[config.mk]
export PLATFORM = sky130hd
export DESIGN_NAME = dft_fault_force
export DESIGN_NICKNAME = d
export VERILOG_FILES = /design/src/rtl/dft_force_pkg.sv /design/src/rtl/dft_force_chain.sv /design/src/rtl/dft_fault_force.sv
export SDC_FILE = /design/constraint.sdc
export NUM_CORES = 1
export LEC_CHECK = 0
export ABC_AREA = 1
export CAP_MARGIN = 15
export CORE_UTILIZATION = 30
export DETAILED_ROUTE_END_ITERATION = 10
export GPL_ROUTABILITY_DRIVEN = 0
export REMOVE_ABC_BUFFERS = 1
export SYNTH_ARGS = -nofsm -noshare
export SYNTH_HDL_FRONTEND = slang
export SYNTH_SLANG_ARGS = --single-unit
[constraint.sdc]
create_clock -name tck -period 1.9 [get_ports tck]
set_input_delay 0.19 -clock tck [delete_from_list [all_inputs] [get_ports tck]]
set_output_delay 0.19 -clock tck [all_outputs]
set_load 0.02 [all_outputs]
[src/rtl/dft_force_pkg.sv]
// Shared types and constants for the XSTEPDOWN/XFAULT serial force controller.
// Holds the FSM state encoding, default sizing and the settle-counter width helper.
package dft_force_pkg;

  typedef enum logic [1:0] {
    IDLE  = 2'd0,
    ARM   = 2'd1,
    FORCE = 2'd2
  } force_state_e;

  localparam int NBITS_DEF    = 8;
  localparam int HOLD_CYC_DEF = 4;

  // Counter only ever holds HOLD_CYC-1 down to 0; floor of 1 bit keeps a bad HOLD_CYC from
  // producing a zero-width vector before the elaboration check reports it.
  function automatic int cnt_width(input int hold);
    return (hold < 1) ? 1 : $clog2(hold + 1);
  endfunction

endpackage

[src/rtl/dft_force_chain.sv]
// NBITS shift/capture register for the fault-force test chain.
// Shifts toward bit 0 with tdi entering at the MSB; bit 0 is the serial tap.
module dft_force_chain
  import dft_force_pkg::*;
#(
  parameter int NBITS = NBITS_DEF
) (
  input  logic             clk,
  input  logic             rst_n,
  input  logic             shift_en,
  input  logic             capture_en,
  input  logic             tdi,
  input  logic [NBITS-1:0] cap_i,
  output logic [NBITS-1:0] chain,
  output logic             tdo
);

  // NOTE: sequential state uses non-blocking (<=) so every flop samples pre-edge values.
  always_ff @(posedge clk or negedge rst_n) begin
    if (!rst_n) begin
      chain <= '0;
    end else if (shift_en) begin
      chain <= {tdi, chain[NBITS-1:1]};
    end else if (capture_en) begin
      chain <= cap_i;
    end
  end

  // Combinational tap: the next bit to leave is visible before the shift edge.
  assign tdo = chain[0];

endmodule

[src/rtl/dft_fault_force.sv]
// Serial-in / parallel force controller: loads force_val from the test chain and
// asserts force_en onto the fault nodes after a HOLD_CYC settle window.
module dft_fault_force
  import dft_force_pkg::*;
#(
  parameter int NBITS    = NBITS_DEF,
  parameter int HOLD_CYC = HOLD_CYC_DEF
) (
  input  logic             tck,
  input  logic             trstn,
  input  logic             CELG,
  input  logic             CELSUB,
  input  logic             CELV,
  input  logic             tdi_FAULTforce,
  input  logic             ten_FAULTforce,
  input  logic             shift,
  input  logic             capture,
  input  logic             update,
  input  logic [NBITS-1:0] cap_i,
  output logic             tdo_FAULTforce,
  output logic [NBITS-1:0] force_val,
  output logic             force_en,
  output logic             busy
);

  localparam int CNT_W = cnt_width(HOLD_CYC);
  localparam logic [CNT_W-1:0] HOLD_LOAD = CNT_W'(HOLD_CYC - 1);

  if (HOLD_CYC < 1) begin : g_bad_hold
    $error("dft_fault_force: HOLD_CYC must be >= 1");
  end

  // Supply pins are physical connections only.
  logic unused_supplies;
  assign unused_supplies = CELG ^ CELSUB ^ CELV;

  force_state_e     state, state_next;
  logic [CNT_W-1:0] cnt, cnt_next;
  logic [NBITS-1:0] chain;
  logic             shift_cmd, capture_cmd, update_cmd;
  logic             load_force;

  // Fixed priority shift > capture > update, all gated by the test enable.
  assign shift_cmd   = ten_FAULTforce & shift;
  assign capture_cmd = ten_FAULTforce & capture & ~shift;
  assign update_cmd  = ten_FAULTforce & update & ~shift & ~capture;

  dft_force_chain #(
    .NBITS(NBITS)
  ) u_chain (
    .clk       (tck),
    .rst_n     (trstn),
    .shift_en  (shift_cmd),
    .capture_en(capture_cmd),
    .tdi       (tdi_FAULTforce),
    .cap_i     (cap_i),
    .chain     (chain),
    .tdo       (tdo_FAULTforce)
  );

  // NOTE: every output of this always_comb gets a default first, so no latch can be inferred.
  always_comb begin
    state_next = state;
    cnt_next   = cnt;
    load_force = 1'b0;
    if (!ten_FAULTforce) begin
      state_next = IDLE;
      cnt_next   = '0;
    end else if (update_cmd) begin
      state_next = ARM;
      cnt_next   = HOLD_LOAD;
      load_force = 1'b1;
    end else begin
      case (state)
        ARM: begin
          if (cnt == '0) begin
            state_next = FORCE;
          end else begin
            cnt_next = cnt - CNT_W'(1);
          end
        end
        default: ;
      endcase
    end
  end

  // force_en and busy are registered from the next state so the fault nodes see a
  // clean flop output rather than a decode of the state bits.
  always_ff @(posedge tck or negedge trstn) begin
    if (!trstn) begin
      state     <= IDLE;
      cnt       <= '0;
      force_val <= '0;
      force_en  <= 1'b0;
      busy      <= 1'b0;
    end else begin
      state    <= state_next;
      cnt      <= cnt_next;
      force_en <= (state_next == FORCE);
      busy     <= (state_next == ARM);
      if (load_force) begin
        force_val <= chain;
      end
    end
  end

endmodule

==> results.py <==
metrics = {
    "placed_design": {
        "hpwl_after_detailed_placement_microns": 1747,
        "dpl-instance-area_sq_um": 1473,
        "placedCellCount": 211,
        "port-buffer-count": 25,
    },
    "critical_path": {
        "timing.critical_path.arrival_ps": 1250,
        "r2r_setup_slk_ps": 720,
        "path_class": "reg -> out",
        "slowest_cell_delay_on_critical_path_ps": 610,
        "endpoint_kind": "output port",
        "cp_max_fo": 2,
        "timing.critical_path.buf_inv": 1,
        "worst_path_dominant_cell_family": "buffers and inverters",
        "worst_ep_required_time_ps": 1710,
        "worst_r2r_endpoint": "cnt[1]",
        "crit_path_start_kind": "flip-flop",
        "reg2reg_depth": 9,
        "critical-path-slowest-cell": "sky130_fd_sc_hd__clkdlybuf4s50_1",
        "critical_path.cell_chain": "clkdlybuf4s50_1",
        "r2r_start": "cnt[0]",
    },
    "clocking": {
        "clkSlewWorstSetupHoldPaths_ps": 80,
        "cts_setup_buffers": 0,
        "clock_sinks": 23,
        "cts_resized": 0,
        "numCtsBuffers": 3,
        "cts.root.buffer_cell": "sky130_fd_sc_hd__clkbuf_8",
        "clk_path_buf_depth": 2,
        "clk-insertion-delay-late_ps": 270,
        "cts.htree.levels": 1,
        "tritoncts": "built",
        "cts_hold_buffers": 0,
    },
    "die": {
        "die_height_microns": 64.75,
        "num_io_pins": 29,
        "standard_cell_core_area_sq_um": 3716,
        "design.die.area_sq_um": 4192,
        "floorplan.initialDensity": 0.3178,
        "row_count": 22,
        "floorplan.die.width_microns": 64.75,
    },
    "synth": {
        "synthMuxAreaShare": 0,
        "area_share_of_the_largest_cell_type_after_synthesis": 0.4873,
        "netlist-cell-type-count": 17,
        "synth_top_family_by_area": "simple AND/OR/NAND/NOR gates",
        "yosysTopAreaCell": "sky130_fd_sc_hd__dfrtp_1",
        "postSynthCellCount": 139,
        "synth_compound_area_frac": 0.1483,
        "post_synth_and_or_nand_nor_area_fraction": 0.2479,
        "synth-warning-count": 0,
        "area_of_the_mapped_netlist_sq_um": 1181,
        "share_of_the_yosys_chip_area_belonging_to_registers": 0.4873,
        "synth_top_cells_by_area": "sky130_fd_sc_hd__dfrtp_1, sky130_fd_sc_hd__nand2_1, sky130_fd_sc_hd__o21ai_2",
        "synth.avg_cell_area_sq_um": 8.497,
        "postSynthRegisterBits": 23,
        "synthXorXnorAreaFrac": 0,
        "synth-adder-area-share": 0.02119,
    },
    "cells_and_area": {
        "postLayoutCoreUtil": 0.4094,
        "final_area_sq_um": 1521,
        "fin_nets": 188,
        "synthToLayoutAreaGrowth_pct": 28.81,
        "final_common_cell": "sky130_fd_sc_hd__nand2_1",
        "layout.cells.non_filler": 215,
        "n_fill_cell": 380,
        "layout.cells.most_common_list": "sky130_fd_sc_hd__nand2_1, sky130_fd_sc_hd__clkdlybuf4s50_1, sky130_fd_sc_hd__dfrtp_1",
        "drive_above_1_share": 0.1377,
        "n_antenna_cell": 0,
    },
    "global_route": {
        "first_global_vias": 966,
        "grt_overflow_total": 0,
        "grtUsageTotal": 0.1293,
        "antenna_found_initial": 0,
        "grt_max_degree": 24,
        "grt_first_pass_wirelength_microns": 4133,
    },
    "detailed_routing": {
        "via_per_inst": 4.437,
        "vias": 954,
        "drt_wl_total_microns": 2218,
        "routed_wire_length_per_instance_microns": 10.32,
        "drc_errors": 0,
        "dr.first_iter.drc_count": 37,
        "first_pass_drt_iterations": 4,
        "drtAntennaViolNets": 0,
    },
    "worst_hold_path": {
        "worst_hold_path_type": "in -> async",
    },
    "status": {
        "run_status": "completed",
    },
    "timing": {
        "final.hold.worst_slack_ps": 264.2,
        "tightest_pin_transition_ps": 400.7,
        "max_clock_freq_ghz": 0.6929,
        "timing.final.crit_share": 0.7596,
        "tns_ps": 0,
        "layout_min_cycle_time_ps": 1443,
        "report.final.setup_viol": 0,
        "finClkSkew_ps": 6.273,
        "max-slew-margin-rel": 0.7321,
        "max_transition_viols_final": 0,
        "grt_setup_unrepaired": "false",
        "report.final.hold_viol_count": 0,
    },
    "pwr": {
        "power.density_nw_per_um2": 807.1,
        "ir_drop_mv": 0.3001,
        "leakagePower_nw": 0.7679,
    },
    "flow_run": {
        "drv_cap": 0,
    },
}
[worst max path at each step]
stage / startpoint / endpoint / slack, ps / depth (start not counted)
final: force_val[3] / force_val[3] / 460 / 1
after global routing: force_val[3] / force_val[3] / 400 / 1
after CTS: force_val[3] / force_val[3] / 440 / 1
after detailed placement: shift / u_chain.chain[3] / 250 / 6
after global placement: shift / u_chain.chain[3] / 270 / 6
after floorplan: cnt[0] / busy / 820 / 7
[kinds of logic after synthesis]
logic type / count (synthesis)
buffers and inverters: 23
adders and majority gates: 2
and+or+nand+nor: 65
DFF: 23
AOI/OAI and AO/OA: 26
[registers in the layout, indices dropped and copies added, names as in the netlist]
name / flops
cnt: 3
force_en: 1
busy: 1
state: 2
force_val: 8
u_chain.chain: 8
[metrics by stage]
| stage | setup slack (ps) | total power [mW] |
|---|---|---|
| global route | 397.0 | 1.314 |
| finish | 456.8 | 1.228 |
| floorplan | 820.0 | 0.7743 |
| CTS | 439.9 | 1.254 |
| global placement | 267.0 | 0.9346 |
| detailed placement | 254.2 | 0.9390 |
[synth_stat cells, drive strengths merged]
master  instances
ha              2
nand3          10
a21oi           6
inv            19
o21ai          20
buf             4
dfrtp          23
nand2          45
nor2            9
nand4           1
[layout make-up]
| class | count | area (sq um) | area share |
|---|---|---|---|
| clock inverters | 1 | 7.507 | 0.004934 |
| flip-flops and latches | 23 | 575.6 | 0.3783 |
| repair buffers | 28 | 272.8 | 0.1793 |
| clock buffers | 3 | 41.29 | 0.02714 |
| multi-input cells | 93 | 493.0 | 0.3240 |
| well taps | 48 | 60.06 | 0.03947 |
| inverters | 19 | 71.32 | 0.04687 |
[power by group]
| group | leakage [nW] | internal [mW] | switching (mW) |
|---|---|---|---|
| Combinational | 0.447 | 0.154 | 0.175 |
| Sequential | 0.300 | 0.554 | 0.0407 |
| Clock | 0.0217 | 0.148 | 0.156 |
[metal layers]
layer  wire length [microns]  up-vias  global-route usage
met5                       0        -                   0
met4                      60        0             0.07500
met3                      73        5             0.01761
met2                    1019       18              0.2161
met1                    1065      438              0.1575
li1                        -      493                   -
No activity file was read; power rests on OpenSTA's default activity.
